`src/rtl/mux8lut_cfg_seq_pkg.sv`:
```
// mux8lut_cfg_pkg
// Shared definitions for the MUX8LUT configuration sequencer:
//   - sequencer FSM state encoding
//   - per-instance {c1,c0} mode encodings of a MUX8LUT
//   - frame length helper (beats per frame)
package mux8lut_cfg_pkg;

  typedef enum logic [1:0] {
    IDLE = 2'd0,
    LOAD = 2'd1,
    HOLD = 2'd2
  } state_t;

  // {c1,c0} encodings of a single MUX8LUT instance
  localparam logic [1:0] MODE_C00 = 2'b00;
  localparam logic [1:0] MODE_C01 = 2'b01;
  localparam logic [1:0] MODE_C10 = 2'b10;
  localparam logic [1:0] MODE_C11 = 2'b11;

  // Beats needed to fill 2 config bits for each of num_mux instances
  function automatic int calc_beats(input int num_mux, input int beat_bits);
    return (2 * num_mux) / beat_bits;
  endfunction

endpackage

```
`src/rtl/mux8lut_cfg_seq_if.sv`:
```
// mux8lut_cfg_seq_if
// Configuration stream, commit handshake and status/live-config bundle.
//   master : cfg source (drives cfg_valid/cfg_data/cfg_last/commit_req)
//   slave  : sequencer  (drives cfg_ready/commit_ack/pending/err/ConfigBits)
// Optional: MUX8LUT_CFG_PARITY_EN adds cfg_parity (even parity over cfg_data).
interface mux8lut_cfg_seq_if #(
  parameter int NUM_MUX   = 8,
  parameter int BEAT_BITS = 4
);
  logic                   cfg_valid;
  logic                   cfg_ready;
  logic [BEAT_BITS-1:0]   cfg_data;
  logic                   cfg_last;
  logic                   commit_req;
  logic                   commit_ack;
  logic                   pending;
  logic                   err;
  logic [2*NUM_MUX-1:0]   ConfigBits;
`ifdef MUX8LUT_CFG_PARITY_EN
  logic                   cfg_parity;

  modport master (
    output cfg_valid, cfg_data, cfg_last, cfg_parity, commit_req,
    input  cfg_ready, commit_ack, pending, err, ConfigBits
  );

  modport slave (
    input  cfg_valid, cfg_data, cfg_last, cfg_parity, commit_req,
    output cfg_ready, commit_ack, pending, err, ConfigBits
  );
`else
  modport master (
    output cfg_valid, cfg_data, cfg_last, commit_req,
    input  cfg_ready, commit_ack, pending, err, ConfigBits
  );

  modport slave (
    input  cfg_valid, cfg_data, cfg_last, commit_req,
    output cfg_ready, commit_ack, pending, err, ConfigBits
  );
`endif
endinterface

```
`src/rtl/mux8lut_cfg_seq_shadow.sv`:
```
// mux8lut_cfg_shadow
// Beat-addressed shadow register plus the live config register it is
// copied into on commit.
//   clk, rst     : clock, async active-high reset
//   beat_we      : write beat_data into shadow slot beat_idx
//   beat_idx     : beat index within the frame
//   beat_data    : beat payload
//   discard      : clear the shadow (aborted frame)
//   commit       : copy shadow into config_bits
//   config_bits  : live MUX8LUT configuration
module mux8lut_cfg_shadow
  import mux8lut_cfg_pkg::*;
#(
  parameter int NUM_MUX   = 8,
  parameter int BEAT_BITS = 4,
  parameter int IDX_W     = 2
) (
  input  logic                 clk,
  input  logic                 rst,
  input  logic                 beat_we,
  input  logic [IDX_W-1:0]     beat_idx,
  input  logic [BEAT_BITS-1:0] beat_data,
  input  logic                 discard,
  input  logic                 commit,
  output logic [2*NUM_MUX-1:0] config_bits
);

  logic [2*NUM_MUX-1:0] shadow_q;

  // Discard wins over a write so an aborted frame never leaves stale beats.
  always_ff @(posedge clk or posedge rst) begin
    if (rst) begin
      shadow_q <= '0;
    end else if (discard) begin
      shadow_q <= '0;
    end else if (beat_we) begin
      shadow_q[int'(beat_idx) * BEAT_BITS +: BEAT_BITS] <= beat_data;
    end
  end

  // Live config only ever moves as a whole frame.
  always_ff @(posedge clk or posedge rst) begin
    if (rst) begin
      config_bits <= {NUM_MUX{MODE_C00}};
    end else if (commit) begin
      config_bits <= shadow_q;
    end
  end

endmodule

```
`src/rtl/mux8lut_cfg_seq.sv`:
```
// mux8lut_cfg_seq
// Configuration sequencer for a bank of MUX8LUT frame-config muxes. Beats
// are gathered LSB-first into a shadow register; a commit handshake applies
// the complete frame atomically to ConfigBits.
//   UserCLK : block clock (rising edge)
//   RST     : asynchronous active-high reset
//   cfg     : slave side of mux8lut_cfg_seq_if (stream, commit, status,
//             live ConfigBits; bits [2i+1:2i] = {c1,c0} of instance i)
// Parameters: NUM_MUX instances, BEAT_BITS per beat; 2*NUM_MUX must be a
// multiple of BEAT_BITS.
// Optional: define MUX8LUT_CFG_PARITY_EN to check even parity per beat.
module mux8lut_cfg_seq
  import mux8lut_cfg_pkg::*;
#(
  parameter int NUM_MUX   = 8,
  parameter int BEAT_BITS = 4
) (
  input logic              UserCLK,
  input logic              RST,
  mux8lut_cfg_seq_if.slave cfg
);

  localparam int BEATS = calc_beats(NUM_MUX, BEAT_BITS);
  localparam int CNT_W = (BEATS > 1) ? $clog2(BEATS) : 1;
  localparam logic [CNT_W-1:0] LAST_IDX = CNT_W'(BEATS - 1);

  state_t           state_q, state_d;
  logic [CNT_W-1:0] cnt_q, cnt_d;
  logic             run_q;
  logic             pending_q, commit_ack_q, err_q;
  logic             ready, accept, parity_bad;
  logic             beat_we, frame_err, commit;

  // run_q holds cfg_ready low through reset and releases it on the first
  // clock edge afterwards, without needing a fourth FSM state.
  assign ready  = run_q && (state_q != HOLD);
  assign accept = cfg.cfg_valid && ready;

`ifdef MUX8LUT_CFG_PARITY_EN
  assign parity_bad = cfg.cfg_parity != (^cfg.cfg_data);
`else
  assign parity_bad = 1'b0;
`endif

  always_ff @(posedge UserCLK or posedge RST) begin
    if (RST) begin
      state_q      <= IDLE;
      cnt_q        <= '0;
      run_q        <= 1'b0;
      pending_q    <= 1'b0;
      commit_ack_q <= 1'b0;
      err_q        <= 1'b0;
    end else begin
      state_q      <= state_d;
      cnt_q        <= cnt_d;
      run_q        <= 1'b1;
      pending_q    <= (state_d == HOLD);
      commit_ack_q <= commit;
      err_q        <= frame_err;
    end
  end

  // In IDLE the counter is 0, so cnt_q is the shadow slot for every beat.
  // A frame is good only when cfg_last coincides with the final index.
  always_comb begin
    state_d   = state_q;
    cnt_d     = cnt_q;
    beat_we   = 1'b0;
    frame_err = 1'b0;
    commit    = 1'b0;
    case (state_q)
      IDLE: begin
        if (accept) begin
          if (parity_bad || (cfg.cfg_last != (BEATS == 1))) begin
            frame_err = 1'b1;
          end else if (BEATS == 1) begin
            beat_we = 1'b1;
            state_d = HOLD;
          end else begin
            beat_we = 1'b1;
            cnt_d   = CNT_W'(1);
            state_d = LOAD;
          end
        end
      end
      LOAD: begin
        if (accept) begin
          if (parity_bad || (cfg.cfg_last != (cnt_q == LAST_IDX))) begin
            frame_err = 1'b1;
            cnt_d     = '0;
            state_d   = IDLE;
          end else if (cfg.cfg_last) begin
            beat_we = 1'b1;
            cnt_d   = '0;
            state_d = HOLD;
          end else begin
            beat_we = 1'b1;
            cnt_d   = cnt_q + CNT_W'(1);
          end
        end
      end
      HOLD: begin
        if (cfg.commit_req) begin
          commit  = 1'b1;
          state_d = IDLE;
        end
      end
      default: begin
        cnt_d   = '0;
        state_d = IDLE;
      end
    endcase
  end

  mux8lut_cfg_shadow #(
    .NUM_MUX   (NUM_MUX),
    .BEAT_BITS (BEAT_BITS),
    .IDX_W     (CNT_W)
  ) u_shadow (
    .clk         (UserCLK),
    .rst         (RST),
    .beat_we     (beat_we),
    .beat_idx    (cnt_q),
    .beat_data   (cfg.cfg_data),
    .discard     (frame_err),
    .commit      (commit),
    .config_bits (cfg.ConfigBits)
  );

  assign cfg.cfg_ready  = ready;
  assign cfg.pending    = pending_q;
  assign cfg.commit_ack = commit_ack_q;
  assign cfg.err        = err_q;

endmodule
```
`src/flat_wrapper.sv`:
```
// flat-port wrapper written by rule: the top's interface ports become plain ports
module mux8lut_cfg_seq_flat import mux8lut_cfg_pkg::*;
#(
  parameter int NUM_MUX   = 8,
  parameter int BEAT_BITS = 4
)
  (UserCLK, RST, cfg_cfg_valid, cfg_cfg_data, cfg_cfg_last, cfg_commit_req, cfg_cfg_ready, cfg_commit_ack, cfg_pending, cfg_err, cfg_ConfigBits);
  mux8lut_cfg_seq_if #(.NUM_MUX(NUM_MUX), .BEAT_BITS(BEAT_BITS)) cfg_i ();
  input logic UserCLK;
  input logic RST;
  input wire logic [$bits(cfg_i.cfg_valid)-1:0] cfg_cfg_valid;
  input wire logic [$bits(cfg_i.cfg_data)-1:0] cfg_cfg_data;
  input wire logic [$bits(cfg_i.cfg_last)-1:0] cfg_cfg_last;
  input wire logic [$bits(cfg_i.commit_req)-1:0] cfg_commit_req;
  output wire logic [$bits(cfg_i.cfg_ready)-1:0] cfg_cfg_ready;
  output wire logic [$bits(cfg_i.commit_ack)-1:0] cfg_commit_ack;
  output wire logic [$bits(cfg_i.pending)-1:0] cfg_pending;
  output wire logic [$bits(cfg_i.err)-1:0] cfg_err;
  output wire logic [$bits(cfg_i.ConfigBits)-1:0] cfg_ConfigBits;
  assign cfg_i.cfg_valid = cfg_cfg_valid;
  assign cfg_i.cfg_data = cfg_cfg_data;
  assign cfg_i.cfg_last = cfg_cfg_last;
  assign cfg_i.commit_req = cfg_commit_req;
  assign cfg_cfg_ready = cfg_i.cfg_ready;
  assign cfg_commit_ack = cfg_i.commit_ack;
  assign cfg_pending = cfg_i.pending;
  assign cfg_err = cfg_i.err;
  assign cfg_ConfigBits = cfg_i.ConfigBits;
  mux8lut_cfg_seq #(.NUM_MUX(NUM_MUX), .BEAT_BITS(BEAT_BITS)) u_core (.UserCLK(UserCLK), .RST(RST), .cfg(cfg_i));
endmodule
```
`config.mk`:
```
export PLATFORM = sky130hd
export DESIGN_NAME = mux8lut_cfg_seq_flat
export DESIGN_NICKNAME = d
export VERILOG_FILES = /design/src/rtl/mux8lut_cfg_seq_pkg.sv /design/src/rtl/mux8lut_cfg_seq_if.sv /design/src/rtl/mux8lut_cfg_seq_shadow.sv /design/src/rtl/mux8lut_cfg_seq.sv /design/src/flat_wrapper.sv
export SDC_FILE = /design/constraint.sdc
export NUM_CORES = 1
export LEC_CHECK = 0
export ABC_AREA = 1
export CORE_MARGIN = 10
export CORE_UTILIZATION = 40
export CTS_CLUSTER_SIZE = 16
export DETAILED_ROUTE_END_ITERATION = 6
export SLEW_MARGIN = 30
export SYNTH_ARGS = -nofsm -noshare
export SYNTH_HDL_FRONTEND = slang
export SYNTH_SLANG_ARGS = --single-unit
```
`constraint.sdc`:
```
create_clock -name UserCLK -period 1.95 [get_ports UserCLK]
set_clock_uncertainty 0.2 [all_clocks]
set_input_delay 0.39 -clock UserCLK [delete_from_list [all_inputs] [get_ports UserCLK]]
set_output_delay 0.39 -clock UserCLK [all_outputs]
set_load 0.01 [all_outputs]
```
* Word level (Yosys, flattened, before mapping)
Cells that the tools add are included.
** Operators by class
- $add $sub $neg :: 2
- $mul :: 0
- Divide/modulo/power cells :: 0
- $lt $le $gt $ge :: 0
- Eq/ne operators :: 9
- Shifts and indexed selects :: 2
- Mux-type cells :: 28
- Bitwise gates (word level) :: 1
- Reduce and logical (&&, ||, !) cells :: 5
** Operator list (number)
- $neg 4->33 :: 1
- $shift 4x33->16 const A :: 1
- $shiftx 4x33->16 :: 1
- $mux 16 :: 2
- $mux 2 :: 11
- $bwmux 16 :: 1
- $pmux 2 s3 :: 2
- $mux 1 :: 10
- $eq 2x2->1 const B :: 3
- $ne 2x1->1 const B :: 2
- $ne 2x2->1 const B :: 2
- $pmux 1 s2 :: 2
- $reduce_and 4->1 :: 1
- $add 2x1->2 const B :: 1
- $eq 2x1->1 const B :: 1
- $logic_and 1x1->1 :: 2
- $logic_not 2->1 :: 1
- $reduce_bool 2->1 :: 1
- $ne 1x1->1 :: 1
- $not 1->1 :: 1
** Word-level totals
- Flip-flop bits (word level) :: 40
- Bits in latches :: 0
- RAM bits :: 0
- Bits in read-only memories :: 0
- Output and inout bits :: 20
- Logic and storage cells :: 55
- Memories kept :: 0

* Longest topological paths before layout
- Depth after elaboration :: 7
- Mapped depth :: 9

* Modules after synthesis
From an unflattened synthesis, not the netlist that was laid out.
** Second synthesis, totals
- Cells, all modules :: 200
- Area, all modules :: 1910.6 um^2
** By module, submodules not included
- mux8lut_cfg_shadow :: times used 1, cells each 145, area each 1483.9 um^2
- mux8lut_cfg_seq :: times used 1, cells each 55, area each 426.7 um^2

* Worst setup path after synthesis
OpenSTA, ideal clock, no wires.
- Kind :: register to register
- Start :: reg u_core.cnt_q[0]
- End :: reg u_core.u_shadow.shadow_q[10]
- Setup time :: 0.065 ns
- Arrival time :: 1.510 ns
- Data required time :: 1.685 ns
- Path slack :: 0.175 ns
- Cell stages (with the launch flop) :: 8
- Path buffers :: 1
- Clock period less this slack :: 1.775 ns
- Path through :: dfrtp_1 inv_1 ha_1 clkbuf_1 nand2_1 nor3_1 nand4_1 nand2_1
** On the way
- Longest elaborated chain between the ends :: 6
** RTL lines
- start, declared :: RTL line mux8lut_cfg_seq.sv:28 : logic [CNT_W-1:0] cnt_q, cnt_d;
- start signal, assigned :: RTL line mux8lut_cfg_seq.sv:55 : cnt_q <= cnt_d;
- branches (longest 6 deep; another with $neg 4->33)
- end signal, assigned by index :: RTL line mux8lut_cfg_seq_shadow.sv:37 : shadow_q[int'(beat_idx) * BEAT_BITS +: BEAT_BITS] <= beat_data;
- end, declared :: RTL line mux8lut_cfg_seq_shadow.sv:28 : logic [2*NUM_MUX-1:0] shadow_q;
Several ways; the timed one is not identified. The select of a mux whose other input is x is not followed.
A chain may end at the register's enable or synchronous reset.

* Worst setup path after layout
- Start :: reg u_core.state_q[1]
- End :: out cfg_cfg_ready
** On the way
- Longest elaborated chain between the ends :: 2
** RTL lines
- start, declared :: RTL line mux8lut_cfg_seq.sv:27 : state_t state_q, state_d;
- start signal, assigned :: RTL line mux8lut_cfg_seq.sv:54 : state_q <= state_d;
- $ne 2x2->1 :: RTL line mux8lut_cfg_seq.sv:36 : assign ready = run_q && (state_q != HOLD);
- $logic_and 1x1->1 :: RTL line mux8lut_cfg_seq.sv:36
- end, declared :: RTL line flat_wrapper.sv:15 : output wire logic [$bits(cfg_i.cfg_ready)-1:0] cfg_cfg_ready;
Every way passes these cells.

==> run summary <==
The run finished with clean final reports. The number of remaining DRC errors came out at 0. Dividing the synthesized area by the synthesized cell count gives between 8 and 9 sq um. The total of fill cells in the finished design is 472. The via count of the first global-routing pass came out at 1511.

The fraction of registers with async set/reset is 100.0%. The clock network is responsible for between 30% and 40% of the overall power. The count of antenna diodes in the layout came out at 0. The summed instance area of the synthesized netlist came out at about 0.0020 sq mm. The first global-routing pass estimated a little under 7 mm of wire.

For the final routed database, the setup TNS stands at 0 ns. The number of sinks on the clock net is 40. The standard-cell row count came out at 25.

Ranked by total cell area, the synthesized netlist is headed by sky130_fd_sc_hd__dfrtp_1, sky130_fd_sc_hd__nand2_1, sky130_fd_sc_hd__nand4_1, sky130_fd_sc_hd__nand2_4, sky130_fd_sc_hd__ha_1. The fmax came out at about 550 MHz. The internal power came out at between 1000 and 1500 uW. Of the total power, registers draw between 50% and 60%. The count of flip-flops with a built-in enable after synthesis came out at 0. The highest cell delay on the worst timing path is around 0.40 ns. The length of routed met3 wiring is ~200 um. The synthesized design devotes to its leading area cell type 50.25% of total area. The top cell family by delay on the critical path is flip-flops. The via count of the routed design is ~1500.

The length in cells of the worst reg-to-reg path is 6. The setup slack after layout is approximately 0.14 ns. The net switching component of the power came out at 439.9 uW.

The buffers plus inverters on the worst setup path came out at 2. The clock transition at the register clock pins on the worst setup and hold paths after CTS came out at around 0.07 ns. Of all cell types, the one taking the most synthesized area is sky130_fd_sc_hd__dfrtp_1. In the final layout, the multi-input gates occupy 834.6 sq um. The tree is rooted in a sky130_fd_sc_hd__clkbuf_8. The combinational share of power came out at 15.0%.

Yosys instantiated no cell more often than sky130_fd_sc_hd__nand2_1. The height of the die is 90.57 um. The endpoint type of the worst setup path is an output port. The utilization after layout is between 50% and 60%. The I/O pin count came out at 29. The cell depth of the worst setup path is 4. The post-route clock period utilization came out at a little over 90%. In the routed layout, each cell is associated on average with a via count of around 4.5. The insertion delay to the later sink of the worst-skew pair came out at about 0.29 ns. The routed metal-1 wirelength is 1.775 mm.

After detailed routing, the total wire length is between 3 and 4 mm. Buffers inserted during clock tree synthesis total 5. Counting instances in the post-synthesis netlist gives the leading cell types as sky130_fd_sc_hd__nand2_1, sky130_fd_sc_hd__dfrtp_1, sky130_fd_sc_hd__nand4_1, sky130_fd_sc_hd__inv_1, sky130_fd_sc_hd__nor2_1. The count of endpoints failing hold in the final timing report came to 0. The power density of the placed cells came out at between 600 and 700 mW/mm^2. The switching share of power is approximately a quarter. The number of nets in the layout is roughly 280. The top layer reached by signal wires is met4. The total area inside the core boundary comes to approximately 0.0048 sq mm. The worst slack at placement is ~0.080 ns. The floorplan die width came out at about 90 um. The HPWL reported at the end of detailed placement is 2.855 mm. Entering global routing, the biggest net connects ~40 pins. For this design the static power due to leakage is 0.001315 uW. The critical path data arrival time came out at ~1.2 ns. The H-tree level count is 2. For the worst setup path, the data required time is roughly 1.4 ns. The critical path goes through nand2_2 > inv_2 > nor2_1 > dlygate4sd2_1. The area of the die came out at a little over 0.008 sq mm. Buffers inserted to repair hold after CTS numbered 0. The number of setup buffers added after CTS is 0. The startpoint type of the worst setup path is a flop. The first-pass iteration count of the detailed router came out at 4. The sequential-to-total area share from yosys stat came out at between 50% and 60%. The number of nets produced by synthesis is 245.

The overall overflow remaining after global route came out at 0. The storage element area is around 0.001 sq mm. The initial antenna violation count came out at 0. In this run the worst hold path is classified as input port to async pin.

The flop and latch count out of synthesis came out at 40. The post-detailed-route wirelength per cell is 11.50 um. The wire length on met2 is between 1.5 and 2 mm. The synthesized netlist cell count came out at 230. The count of different cell masters after synthesis came out at 25. For this design, the slowest cell found on the critical path is sky130_fd_sc_hd__dfrtp_1. Setup repair after global routing left no endpoint under its margin. The number of nets still failing antenna checks after routing is 0.

The total global routing track utilization came out at about a tenth. The final period demand of the worst path came out at 1.811 ns. By startpoint and endpoint, the worst setup path is classified as flop to output port.

The largest driver fanout on the critical path is 2. The ratio of cells with drive above 1 in the final layout came out at 12.36%. Setup violations remaining at the end of the flow were counted as 0. Once the floorplan was initialized, standard cells occupied a little over two fifths of the core. The DRC violation total after the first TritonRoute iteration is 77. Across the run, the number of max-cap violations was 0. The commonest register cell after synthesis is sky130_fd_sc_hd__dfrtp_1. The clock passes through at most 2 buffers. VDD sags by at most between 400 and 500 uV. The max-slew violation count was 0.

The synthesis-to-layout area growth is 24.06%. The weighted congestion reported at the end of routability-driven placement came out at 0.8734. The CTS tree is done. The synthesis warning total came out at 0.

The total of buffers placed on input and output ports is 28.
-- metal layers --
layer,vias to the layer above,global-route usage [%]
li1,802,-
met1,679,11.34
met2,26,16.47
met3,4,3.658
met4,0,3.581
met5,-,0
-- power groups by stage --
stage               combinational (uW)  clock [uW]  sequential [uW]
floorplan                          169           0              876
global placement                   248           0              869
detailed placement                 250           0              869
CTS                                250         587              853
global route                       281         617              855
finish                             248         560              853
-- timing repair --
| item | 4_1_cts | 5_1_grt |
|---|---|---|
| setup endpoints to repair | 1 | 0 |
| hold endpoints to repair | 0 | 0 |
| gates resized for setup | 1 | 0 |
-- state kept, by name, summed over array words and instances (netlist names) --
signal	cells
u_core.u_shadow.config_bits	16
u_core.run_q	1
u_core.cnt_q	2
u_core.cfg.pending	1
u_core.cfg.err	1
u_core.u_shadow.shadow_q	16
u_core.state_q	2
u_core.cfg.commit_ack	1
-- kinds of logic (layout without fill, tap and decap cells) --
kind of cell / Yosys count / count (layout) / share of synthesized area, %
flops: 40 / 40 / 50.25
compound gates: 8 / 8 / 2.198
simple gates: 147 / 147 / 35.74
buf+inv: 28 / 65 / 7.851
other cells: 1 / 1 / 0.1883
fa+ha+maj: 6 / 6 / 3.769
-- cell usage in the layout, fill, tap and decap left out, drive strengths merged --
master           n
buf              8
a31oi            1
dfrtp           40
o21ai            5
nand2          101
nand4           19
o22ai            2
clkdlybuf4s50   27
nor3             5
ha               6
dlygate4sd2      1
inv             21
clkbuf           7
conb             1
clkinvlp         1
nor2            16
nand3            6
-- area by class of cell --
type | count | area share (%)
clock inverter | 1 | 0.3038
sequential | 40 | 40.51
timing repair buffer | 36 | 15.24
multi-input combinational | 162 | 33.77
tap | 67 | 3.392
inverter | 21 | 3.291
clock buffer | 7 | 3.494
-- worst paths after layout --
kind | startpoint | endpoint | slack (ns)
min in group UserCLK | u_core.u_shadow.shadow_q[9] | u_core.u_shadow.shadow_q[9] | 0.27
max | u_core.state_q[1] | cfg_cfg_ready | 0.14
min | RST | u_core.cfg.commit_ack | 0.25
min reg2reg | u_core.u_shadow.shadow_q[9] | u_core.u_shadow.shadow_q[9] | 0.27
max reg2reg | u_core.cnt_q[1] | u_core.u_shadow.shadow_q[8] | 0.19
max in group asynchronous | RST | u_core.state_q[0] | 1.10
-- per-stage QoR --
step | power [uW] | instance area, sq um | std cells | hold WS (ns)
4_1_cts | 1691 | 2471 | 334 | 0.2526
6_report | 1662 | 2471 | 334 | 0.2452
3_3_place_gp | 1117 | 2379 | 326 | 0.2589
3_5_place_dp | 1120 | 2379 | 326 | 0.2598
2_1_floorplan | 1045 | 1992 | 230 | 0.2419
5_1_grt | 1754 | 2471 | 334 | 0.2681
-- worst min-delay path, cell delays in order --
cell,delay [ns]
sky130_fd_sc_hd__clkdlybuf4s50_1,0.39
sky130_fd_sc_hd__inv_1,0.09
sky130_fd_sc_hd__buf_12,0.23
Power figures use the tool's default switching activity.
